**src/rtl/vga_bounce_box_gen_if.sv**
```systemverilog
// Pixel-content link between the VGA timing logic and the bouncing-box generator.
// The timing side drives counters/enable/pause; the generator returns colour and status.
interface vga_bounce_box_gen_if;
  logic       pixel_en;
  logic [9:0] h_cnt;
  logic [9:0] v_cnt;
  logic       pause;
  logic       r;
  logic       g;
  logic       b;
  logic       frame_tick;
  logic [7:0] bounce_cnt;

  modport master (
    output pixel_en, h_cnt, v_cnt, pause,
    input  r, g, b, frame_tick, bounce_cnt
  );

  modport slave (
    input  pixel_en, h_cnt, v_cnt, pause,
    output r, g, b, frame_tick, bounce_cnt
  );
endinterface

```
**src/rtl/vga_bounce_box_gen.sv**
```systemverilog
// Renders one square box bouncing inside the active area over a solid background.
// Position/colour update at the frame-end pixel, so every frame sees a single position.
module vga_bounce_box_gen #(
  parameter int         H_TOTAL     = 800,
  parameter int         V_TOTAL     = 525,
  parameter int         H_ACT_START = 144,
  parameter int         V_ACT_START = 35,
  parameter int         H_ACT       = 640,
  parameter int         V_ACT       = 480,
  parameter int         BOX_SIZE    = 32,
  parameter int         STEP        = 2,
  parameter logic [2:0] BG_COLOR    = 3'b001
) (
  input logic              clk,
  input logic              reset,
  vga_bounce_box_gen_if.slave vif
);

  localparam logic [10:0] H_START_L = 11'(H_ACT_START);
  localparam logic [10:0] H_END_L   = 11'(H_ACT_START + H_ACT);
  localparam logic [10:0] V_START_L = 11'(V_ACT_START);
  localparam logic [10:0] V_END_L   = 11'(V_ACT_START + V_ACT);
  localparam logic [9:0]  BOX_L     = 10'(BOX_SIZE);
  localparam logic [9:0]  STEP_L    = 10'(STEP);
  localparam logic [9:0]  H_LAST_L  = 10'(H_TOTAL - 1);
  localparam logic [9:0]  V_LAST_L  = 10'(V_TOTAL - 1);

  logic [2:0]       rgb_reg;
  logic             frame_tick_reg;
  logic [7:0]       bounce_cnt_reg;
  logic [2:0]       color_reg;
  logic [1:0][9:0]  pos_reg;      // [0] = x, [1] = y
  logic [1:0]       dir_neg_reg;  // 1 = moving toward 0
  logic [1:0][9:0]  pos_next;
  logic [1:0]       dir_next;
  logic [1:0]       bounce;
  logic [1:0][9:0]  coord;
  logic [1:0]       hit;

  logic       h_active;
  logic       v_active;
  logic       active;
  logic       frame_end;
  logic [2:0] pix_next;

  assign h_active  = ({1'b0, vif.h_cnt} >= H_START_L) && ({1'b0, vif.h_cnt} < H_END_L);
  assign v_active  = ({1'b0, vif.v_cnt} >= V_START_L) && ({1'b0, vif.v_cnt} < V_END_L);
  assign active    = h_active && v_active;
  assign coord     = {vif.v_cnt - 10'(V_ACT_START), vif.h_cnt - 10'(H_ACT_START)};
  assign frame_end = vif.pixel_en && (vif.h_cnt == H_LAST_L) && (vif.v_cnt == V_LAST_L);

  genvar gi;
  generate
    for (gi = 0; gi < 2; gi++) begin : gen_axis
      localparam logic [9:0] AX_MAX = (gi == 0) ? 10'(H_ACT - BOX_SIZE) : 10'(V_ACT - BOX_SIZE);
      logic at_high;
      logic at_low;

      // Compare before stepping so the position never overshoots MAX or wraps below 0.
      assign at_high       = (pos_reg[gi] + STEP_L) >= AX_MAX;
      assign at_low        = pos_reg[gi] <= STEP_L;
      assign bounce[gi]    = dir_neg_reg[gi] ? at_low : at_high;
      assign dir_next[gi]  = dir_neg_reg[gi] ^ bounce[gi];
      assign pos_next[gi]  = dir_neg_reg[gi] ? (at_low  ? 10'd0  : pos_reg[gi] - STEP_L)
                                             : (at_high ? AX_MAX : pos_reg[gi] + STEP_L);
      assign hit[gi]       = (coord[gi] >= pos_reg[gi]) && (coord[gi] < pos_reg[gi] + BOX_L);
    end
  endgenerate

  assign pix_next = !active   ? 3'b000 :
                    (&hit)    ? color_reg : BG_COLOR;

  function automatic logic [2:0] rotate_color(input logic [2:0] c);
    case (c)
      3'b100:  return 3'b010;
      3'b010:  return 3'b001;
      3'b001:  return 3'b110;
      3'b110:  return 3'b011;
      3'b011:  return 3'b101;
      3'b101:  return 3'b111;
      default: return 3'b100;
    endcase
  endfunction

  always_ff @(posedge clk) begin
    if (reset) begin
      rgb_reg        <= 3'b000;
      frame_tick_reg <= 1'b0;
      bounce_cnt_reg <= 8'd0;
      color_reg      <= 3'b100;
      pos_reg        <= '0;
      dir_neg_reg    <= 2'b00;
    end else begin
      frame_tick_reg <= frame_end;
      if (vif.pixel_en) begin
        rgb_reg <= pix_next;
      end
      if (frame_end && !vif.pause) begin
        pos_reg     <= pos_next;
        dir_neg_reg <= dir_next;
        // A corner hit counts as a single bounce event.
        if (|bounce) begin
          bounce_cnt_reg <= bounce_cnt_reg + 8'd1;
          color_reg      <= rotate_color(color_reg);
        end
      end
    end
  end

  assign vif.r          = rgb_reg[2];
  assign vif.g          = rgb_reg[1];
  assign vif.b          = rgb_reg[0];
  assign vif.frame_tick = frame_tick_reg;
  assign vif.bounce_cnt = bounce_cnt_reg;

endmodule

```
**src/flat_wrapper.sv**
```systemverilog
// flat-port wrapper written by rule: the top's interface ports become plain ports
module vga_bounce_box_gen_flat 
#(
  parameter int         H_TOTAL     = 800,
  parameter int         V_TOTAL     = 525,
  parameter int         H_ACT_START = 144,
  parameter int         V_ACT_START = 35,
  parameter int         H_ACT       = 640,
  parameter int         V_ACT       = 480,
  parameter int         BOX_SIZE    = 32,
  parameter int         STEP        = 2,
  parameter logic [2:0] BG_COLOR    = 3'b001
)
  (clk, reset, vif_pixel_en, vif_h_cnt, vif_v_cnt, vif_pause, vif_r, vif_g, vif_b, vif_frame_tick, vif_bounce_cnt);
  vga_bounce_box_gen_if vif_i ();
  input logic clk;
  input logic reset;
  input wire logic [$bits(vif_i.pixel_en)-1:0] vif_pixel_en;
  input wire logic [$bits(vif_i.h_cnt)-1:0] vif_h_cnt;
  input wire logic [$bits(vif_i.v_cnt)-1:0] vif_v_cnt;
  input wire logic [$bits(vif_i.pause)-1:0] vif_pause;
  output wire logic [$bits(vif_i.r)-1:0] vif_r;
  output wire logic [$bits(vif_i.g)-1:0] vif_g;
  output wire logic [$bits(vif_i.b)-1:0] vif_b;
  output wire logic [$bits(vif_i.frame_tick)-1:0] vif_frame_tick;
  output wire logic [$bits(vif_i.bounce_cnt)-1:0] vif_bounce_cnt;
  assign vif_i.pixel_en = vif_pixel_en;
  assign vif_i.h_cnt = vif_h_cnt;
  assign vif_i.v_cnt = vif_v_cnt;
  assign vif_i.pause = vif_pause;
  assign vif_r = vif_i.r;
  assign vif_g = vif_i.g;
  assign vif_b = vif_i.b;
  assign vif_frame_tick = vif_i.frame_tick;
  assign vif_bounce_cnt = vif_i.bounce_cnt;
  vga_bounce_box_gen #(.H_TOTAL(H_TOTAL), .V_TOTAL(V_TOTAL), .H_ACT_START(H_ACT_START), .V_ACT_START(V_ACT_START), .H_ACT(H_ACT), .V_ACT(V_ACT), .BOX_SIZE(BOX_SIZE), .STEP(STEP), .BG_COLOR(BG_COLOR)) u_core (.clk(clk), .reset(reset), .vif(vif_i));
endmodule
```
**config.mk**
```make
export PLATFORM = sky130hd
export DESIGN_NAME = vga_bounce_box_gen_flat
export DESIGN_NICKNAME = d
export VERILOG_FILES = /design/src/rtl/vga_bounce_box_gen_if.sv /design/src/rtl/vga_bounce_box_gen.sv /design/src/flat_wrapper.sv
export SDC_FILE = /design/constraint.sdc
export NUM_CORES = 1
export LEC_CHECK = 0
export CORE_MARGIN = 4
export CORE_UTILIZATION = 58
export DETAILED_ROUTE_END_ITERATION = 6
export HOLD_SLACK_MARGIN = 0.1
export PLACE_DENSITY = 0.81
export SYNTH_ARGS = -nofsm -noshare
export SYNTH_HDL_FRONTEND = slang
export SYNTH_SLANG_ARGS = --single-unit
```
**constraint.sdc**
```tcl
create_clock -name clk -period 4.3 [get_ports clk]
set_input_delay 0.86 -clock clk [delete_from_list [all_inputs] [get_ports clk]]
set_output_delay 0.86 -clock clk [all_outputs]
set_load 0.005 [all_outputs]
```
# --- Word level (Yosys, flattened, before mapping) ---
# Cells that the tools add are included.
word_totals:
  ff_bits: 37
  inputBits: 24
  output_inout_bits: 12
  wordCells: 61
classes:
  add_sub_neg: 9
  magnitude_cmp: 12
  eq_ne: 8
  mux: 11
  n_bitwise: 2
  n_reduce_logical: 12
op_table:
  columns: ["cell", "count"]
  rows:
  - ["two-way mux 10 bit", 6]
  - ["adder 10 x 2 -> 10 bit (second input constant)", 2]
  - ["adder 10 x 6 -> 10 bit (second input constant)", 2]
  - ["equality test 10 bit (second input constant)", 2]
  - [">= comparator 10 bit", 2]
  - ["less-or-equal comparator 10 x 2 -> 1 bit (second input constant)", 2]
  - ["< comparator 10 bit", 2]
  - ["< comparator 10 bit (second input constant)", 2]
  - ["subtractor 10 x 2 -> 10 bit (second input constant)", 2]
  - ["case mux 3 bit (6 select lines)", 1]
  - [">= comparator 10 bit (second input constant)", 1]
  - [">= comparator 10 x 6 -> 1 bit (second input constant)", 1]
  - [">= comparator 10 x 8 -> 1 bit (second input constant)", 1]
  - [">= comparator 10 x 9 -> 1 bit (second input constant)", 1]
  - ["subtractor 10 x 6 -> 10 bit (second input constant)", 1]
  - ["subtractor 10 x 8 -> 10 bit (second input constant)", 1]
  - ["equality test 3 bit (second input constant)", 3]
  - ["adder 8 x 1 -> 8 bit (second input constant)", 1]
  - ["logical AND 1 bit", 8]
  - ["equality test 3 x 2 -> 1 bit (second input constant)", 2]
  - ["two-way mux 3 bit", 2]
  - ["AND reduction 2 bit", 2]
  - ["equality test 3 x 1 -> 1 bit (second input constant)", 1]
  - ["two-way mux 1 bit", 2]
  - ["other kinds (3)", 4]

# --- Longest topological paths before layout ---
# Gate-level depths: netlist of the first run.
logic_depth:
  depth_word: 6
  depth_mapped: 13
  ltp_nobuf: 13

# --- Worst setup path after synthesis of the first run ---
# No wires, ideal clock.
synth_path:
  path_type: "input port to flip-flop"
  startpoint: "in vif_v_cnt[0]"
  endpoint: "reg u_core.rgb_reg[0]"
  setup_time_ns: 0.117
  arrival_time_ns: 3.355
  required_ns: 4.183
  path_slack_ns: 0.828
  stages: 12
  n_path_buf: 0
  cell_sequence: "ha_1 o41ai_1 nand2_1 xnor2_1 ha_1 o21a_1 nor2_1 nor4_1 nand4_1 or4b_2 a21oi_1 nor2_1"
synth_between:
  elab_chain_cells: 6
  elab_cells_between_ends: 11
  classes_between: "1 x add/sub; 4 x order compare; 2 x mux; 4 x reduce/logical"
synth_lines:
  columns: ["item", "line_no", "text"]
  rows:
  - ["start, declared", "flat_wrapper.sv:20", "input wire logic [$bits(vif_i.v_cnt)-1:0] vif_v_cnt;"]
  - ["subtractor 10 x 6 -> 10 bit", "vga_bounce_box_gen.sv:49", "assign coord = {vif.v_cnt - 10'(V_ACT_START), vif.h_cnt - 10'(H_ACT_START)};"]
  - [">= comparator 10 bit / < comparator 10 bit (equally long branches)", "vga_bounce_box_gen.sv:66", "assign hit[gi] = (coord[gi] >= pos_reg[gi]) && (coord[gi] < pos_reg[gi] + BOX_L);"]
  - ["logical AND 1 bit", "vga_bounce_box_gen.sv:66", null]
  - ["AND reduction 2 bit", "vga_bounce_box_gen.sv:71", "(&hit) ? color_reg : BG_COLOR;"]
  - ["two-way mux 3 bit", "vga_bounce_box_gen.sv:71", null]
  - ["two-way mux 3 bit *", "vga_bounce_box_gen.sv:70", "assign pix_next = !active ? 3'b000 :"]
  - ["end signal, assigned", "vga_bounce_box_gen.sv:96", "rgb_reg <= pix_next;"]
  - ["end, declared", "vga_bounce_box_gen.sv:28", "logic [2:0] rgb_reg;"]
# Mark *: on every way between the ends. The rest lies on a longest branch, timed or not.
# A chain may end at the register's enable or synchronous reset.

# --- Worst setup path after layout of the first run ---
# Same ends and word-level chain as after synthesis.

==> metrics.md, run 1 <==
| Metric | Value |
|---|---|
| Status | finished, final reports clean |
| Place WS | 26.4 ps |
| CTS resizes | 0 |
| H-tree Lvls | 2 |
| CP arrival | 4150 ps |
| Synth Area per Inst | 7.44 um2 |
| Row count | 28 |
| Syn Nets | 538 |
| First-pass GRT wire length | 16,600 um |
| Initial Util | 59.5% |
| Max FFs per register | 18 |
| Top post-synthesis cells by area | dfxtp_1, ha_1, a21oi_1 |
| Worst hold path class | register to register |
| Post-synth top area cell | dfxtp_1 |
| R2r setup slk | 1140 ps |
| Vias in the first global route | 3,587 |
| CTS tree | built |
| Clock latency on the worst-skew pair | 300 ps |
| #FFs+latches synth | 35 |
| Crit-path max FO | 3 |
| Max VDD drop | 123 uV |
| Top cell type's share of synthesized area | 20.0% |
| Top FF cell, synth | dfxtp_1 |
| Gpl congestion | 0.964 |
| Post-route antenna net violation count | 0 |
| Achievable Freq | 0.252 GHz |
| Crit Path Class | input port to register |
| # IOs | 36 |
| Die height | 85.7 um |
| Hold-fix buffer count after cts | 0 |
| RSZ-0062 raised after global routing | no |
| GRT Util Overall | 27.5% |
| DP HPWL | 7390 um |
| Layout cells sized above 1 | 6.20% |
| Setup TNS | 0 ps |
| Drt wl/cell | 16.6 um |
| Mapped cell area | 3500 um2 |
| Initial antenna violation count | 0 |
| Synth cell count leaders | a21oi_1, ha_1, nand2_1, nor2_1 |
| Power Density | 193 nW/um2 |
| Count leader, synth | a21oi_1 |
| Post-CTS Setup Bufs | 0 |
| Register area share after synthesis | 20.0% |
| Via count | 3,652 |
| Cell Area, Placed | 3890 um2 |
| Synth warn | 0 |
| CP Launch Type | input port |
| First-pass DRT Iterations | 4 |
| Post-synth ARST share | 0% |
| CP Data Required Time | 4480 ps |
| Design area | 4010 um2 |
| Num CTS Buffers | 5 |
| Period utilization | 92.2% |
| Period minus WS final | 3970 ps |
| LEAKAGE | 1.39 nW |
| Final Max Slew Viols | 0 |
| Clk root buf | clkbuf_8 |
| Core area | 5890 um2 |
| Finished Core Util | 68.2% |
| Largest net degree at the start of global routing | 23 |
| Cells after Synth | 471 |
| DRC Markers | 0 |
| EDFF count, synth | 0 |
| Worst hold slack | 473 ps |
| Worst Setup End Kind | register |
| Drt via density | 6.35 |
| Total global routing overflow | 0 |
| Clock transition at path regs | 70 ps |
| Endpoints failing setup | 0 |
| Nets@finish | 566 |
| Total die area | 7350 um2 |
| # diodes | 0 |
| Final wirelength | 9560 um |
| Worst-case clock buffer depth | 2 |
| Final WS setup | 334 ps |
| Max Cap Viol | 0 |
| Yosys cell types | 64 |
| CTS sink cnt | 35 |
| Clock skew | 6.67 ps |
| Chip width | 85.7 um |
| Slew margin rel. | 47.3% |
| Area growth syn-to-layout | 14.5% |
| Least-Margin Pin Slew | 790 ps |
| Final hold violation count | 0 |
| Count of buffers from port buffering | 35 |
| DRT iter0 DRCs | 220 |
## per-layer routing
metal	vias up	track usage, %	wire length, um
met3	27	4.32	557
met4	0	8.63	200
met1	1708	35.3	4250
met5	-	0	0
met2	132	47.1	4550
li1	1785	-	-
## cells in the final DEF, fill, tap and decap left out, types with 3 or more instances in the layout
master / synthesis / routed
a211oi_1: 7 / 7
a21o_1: 4 / 4
a21oi_1: 48 / 48
a31oi_1: 3 / 3
a32o_1: 3 / 3
and3_1: 4 / 4
buf_4: 3 / 6
clkbuf_8: 0 / 6
clkdlybuf4s50_1: 0 / 35
dfxtp_1: 35 / 35
ha_1: 43 / 43
inv_1: 29 / 29
nand2_1: 41 / 41
nand2b_1: 6 / 6
nand3_1: 19 / 19
nand4_1: 10 / 10
nor2_1: 37 / 37
nor2b_1: 7 / 7
nor3_1: 22 / 22
nor4_1: 5 / 5
o211ai_1: 3 / 3
o21a_1: 5 / 5
o21ai_0: 35 / 35
o311ai_0: 3 / 3
o31ai_1: 6 / 6
or3_1: 10 / 10
or4_1: 4 / 4
xnor2_1: 15 / 15
xor2_1: 9 / 9
## cells by family after synthesis
logic type | synth area share, %
AO/OA/AOI/OAI | 26.6
XOR/XNOR | 6.00
adder cells (fa/ha/maj) | 15.4
buffers and inverters | 5.89
flip-flops | 20.0
multiplexers | 0.607
AND/OR/NAND/NOR | 25.6
## power by group
part | total [W] | internal, W | switching (W)
clock | 0.000320 | 0.000188 | 0.000133
combinational | 0.000131 | 0.0000629 | 0.0000683
sequential | 0.000325 | 0.000324 | 0.000000287
total | 0.000776 | 0.000575 | 0.000201
## final timing paths
kind                            cells after the start                             end                      startpoint
worst min register to register                      2  u_core.rgb_reg[2]$_SDFFE_PP0P_  u_core.rgb_reg[2]$_SDFFE_PP0P_
worst max-delay path                               13  u_core.rgb_reg[0]$_SDFFE_PP0P_                    vif_v_cnt[0]
worst max register to register                     11  u_core.rgb_reg[0]$_SDFFE_PP0P_  u_core.pos_reg[5]$_SDFFE_PP0P_
worst min-delay path                                2  u_core.rgb_reg[2]$_SDFFE_PP0P_  u_core.rgb_reg[2]$_SDFFE_PP0P_
## worst max-delay path: stages
cell and delay [ps]:
clkdlybuf4s50_1 440, a21o_1 210, nor3_1 300, nor2b_1 120, nand2b_1 180, xnor2_1 250
ha_1 300, a211o_1 300, nor4_1 190, nand4_1 150, or4b_2 620, a21oi_1 170
nor2_1 50
## stage by stage
| step | total power [W] | cells |
|---|---|---|
| final | 0.000776 | 575 |
| after global routing | 0.000809 | 575 |
| after CTS | 0.000780 | 575 |
| after detailed placement | 0.000461 | 567 |
| after global placement | 0.000455 | 567 |
| after floorplan | 0.000407 | 471 |
## cell type report
class / count / area (um2)
sequential: 35 / 701
clock buffer: 6 / 82.6
timing repair buffer: 41 / 395
multi-input combinational: 387 / 2600
tap: 75 / 93.8
inverter: 29 / 109
clock inverter: 2 / 35.0
fill: 536 / 1870
Power figures use the tool's default switching activity.
==> run 2: changes to the inputs <==
CORE_UTILIZATION = 55   (was 58)
PLACE_DENSITY = 0.78   (was 0.81)
==> metrics.md, run 2 (synthesized netlist as in run 1, its figures left out) <==
| Metric | Value |
|---|---|
| Final WS setup | 286 ps (-47.6 ps) |
| Count of buffers from port buffering | 35 (unchanged) |
| Commonest non-fill, non-tap cell in the layout | a21oi_1 |
| Drt wl/cell | 16.6 um (-0.32%) |
| Least-Margin Pin Slew | 833 ps (+43.0 ps) |
| Max Cap Viol | 0 (unchanged) |
| Gpl congestion | 0.975 (+1.2%) |
| Die height | 87.8 um (+2.4%) |
| Final wirelength | 9520 um (-0.49%) |
| DP HPWL | 7260 um (-1.7%) |
| Max FFs per register | 18 (unchanged) |
| Area growth syn-to-layout | 13.3% |
| H-tree Lvls | 2 (unchanged) |
| Share of power burned in registers | 46.7% (+4.9 points) |
| GRT Util Overall | 25.4% (-2.1 points) |
| Chip width | 87.8 um (+2.4%) |
| Worst Setup End Kind | register |
| Highest-count cells in the layout ignoring fill and taps | a21oi_1, ha_1, nand2_1, nor2_1 |
| Row count | 28 (unchanged) |
| GR Util met1 | 33.5% (-1.8 points) |
| Switching power | 0.000194 W (-3.6%) |
| Final hold violation count | 0 (unchanged) |
| Period utilization | 93.3% (+1.1 points) |
| Clk network pwr share | 34.4% (-6.9 points) |
| Num CTS Buffers | 5 (unchanged) |
| Initial Util | 57.8% (-1.7 points) |
| Endpoints failing setup | 0 (unchanged) |
| Drt via density | 6.39 (+0.64%) |
| Achievable Freq | 0.249 GHz (-1.2%) |
| CP arrival | 4160 ps (about the same) |
| Core area | 6060 um2 (+3.0%) |
| CP Launch Type | input port |
| CP Data Required Time | 4450 ps (-30 ps) |
| Worst hold slack | 477 ps (+3.81 ps) |
| Worst-case clock buffer depth | 2 (unchanged) |
| Place WS | 31.9 ps (+5.42 ps) |
| Via count | 3,669 (+0.47%) |
| Initial antenna violation count | 0 (unchanged) |
| First-pass DRT Iterations | 7 (+3) |
| Max VDD drop | 129 uV (+5.3%) |
| # IOs | 36 (unchanged) |
| CTS sink cnt | 35 (unchanged) |
| First-pass GRT wire length | 15,900 um (-4.4%) |
| Layout cells sized above 1 | 5.61% (-0.59 points) |
| # diodes | 0 (unchanged) |
| GR peak layer | met2 |
| Internal Pwr Total | 0.000501 W (-13%) |
| LEAKAGE | 1.37 nW (-1.7%) |
| CTS tree | built |
| Worst hold path class | register to register |
| Slew margin rel. | 44.5% (-2.9 points) |
| Logic pwr share | 18.8% (+1.9 points) |
| Vias in the first global route | 3,422 (-4.6%) |
| Clock transition at path regs | 70 ps (about the same) |
| Status | finished, final reports clean |
| Crit Path Class | input port to register |
| Largest net degree at the start of global routing | 23 (unchanged) |
| Hold-fix buffer count after cts | 0 (unchanged) |
| Period minus WS final | 4010 ps (+47.6 ps) |
| Setup TNS | 0 ps (unchanged) |
| Total global routing overflow | 0 (unchanged) |
| Total die area | 7710 um2 (+4.9%) |
| Clock latency on the worst-skew pair | 290 ps (about the same) |
| Post-CTS Setup Bufs | 0 (unchanged) |
| DRC Markers | 0 (unchanged) |
| CTS resizes | 0 (unchanged) |
| Nets@finish | 565 (-0.18%) |
| Crit-path max FO | 5 (+2) |
| Final Max Slew Viols | 0 (unchanged) |
| Post-route antenna net violation count | 0 (unchanged) |
| Clock skew | 5.51 ps (-1.16 ps) |
| DRT iter0 DRCs | 330 (+50%) |
| Met2 global-route usage | 43.2% (-4.0 points) |
| Clk root buf | clkbuf_8 |
| Met3 Usage GRT | 4.14% (-0.18 points) |
| RSZ-0062 raised after global routing | no |
| Switching power share of the total | 27.9% (+2.0 points) |
| Power Density | 175 nW/um2 (-9.5%) |
==> run 2: cell types whose count changed in the layout (fill, tap and decap cells not counted) <==
| cell | change |
|---|---|
| clkbuf_8 | -1 |
| buf_4 | -1 |
| bufinv_16 | -1 |
| clkbuf_1 | +2 |
==> run 2: area by class of cell <==
class / count / area (um2)
Clock buffer: 7 / 76.3
Clock inverter: 1 / 5.00
Fill cell: 540 / 2090
Inverter: 29 / 109
Multi-Input combinational cell: 387 / 2600
Sequential cell: 35 / 701
Tap cell: 75 / 93.8
Timing Repair Buffer: 40 / 388
==> run 2: layer usage <==
| layer | routed length, um | part of all wire (%) | vias up |
|---|---|---|---|
| met5 | 0 | 0 | - |
| met4 | 110 | 1.2 | 0 |
| met3 | 557 | 5.9 | 15 |
| met2 | 4540 | 48 | 145 |
| met1 | 4310 | 45 | 1720 |
| li1 | - | - | 1789 |
==> run 2: stage by stage <==
stage               std cells  util [%]  total power [W]  cell area, um2
CTS                       574      65.5         0.000699            3970
floorplan                 471         -         0.000407            3500
finish                    574      65.5         0.000695            3970
global placement          566      64.1         0.000455            3890
global route              574      65.5         0.000725            3970
detailed placement        566      64.1         0.000461            3890
==> run 2: critical path: stages <==
cell             delay, ps
clkdlybuf4s50_1        530
a21o_1                 230
nor3_1                 250
nor2b_1                100
nor2_1                 130
xor2_1                 230
ha_1                   290
a21oi_1                180
a21oi_1                 90
nor4_1                 300
nand4_1                160
or4b_2                 620
a21oi_1                160
nor2_1                  50
==> run 2: path summary, 6_finish.rpt <==
path / startpoint / endpoint / slack (ps) / cells after the start
worst min register to register: u_core.rgb_reg[2]$_SDFFE_PP0P_ / u_core.rgb_reg[2]$_SDFFE_PP0P_ / 480 / 2
worst max-delay path: vif_v_cnt[2] / u_core.rgb_reg[0]$_SDFFE_PP0P_ / 290 / 14
worst min-delay path: u_core.rgb_reg[2]$_SDFFE_PP0P_ / u_core.rgb_reg[2]$_SDFFE_PP0P_ / 480 / 2
worst max register to register: u_core.pos_reg[5]$_SDFFE_PP0P_ / u_core.rgb_reg[0]$_SDFFE_PP0P_ / 1110 / 11
==> run 2: power groups by stage <==
| stage | combinational [W] | sequential, W | clock, W |
|---|---|---|---|
| floorplan | 0.0000749 | 0.000332 | 0 |
| global placement | 0.000122 | 0.000332 | 0 |
| detailed placement | 0.000128 | 0.000332 | 0 |
| CTS | 0.000129 | 0.000325 | 0.000245 |
| global route | 0.000145 | 0.000325 | 0.000255 |
| finish | 0.000131 | 0.000325 | 0.000239 |
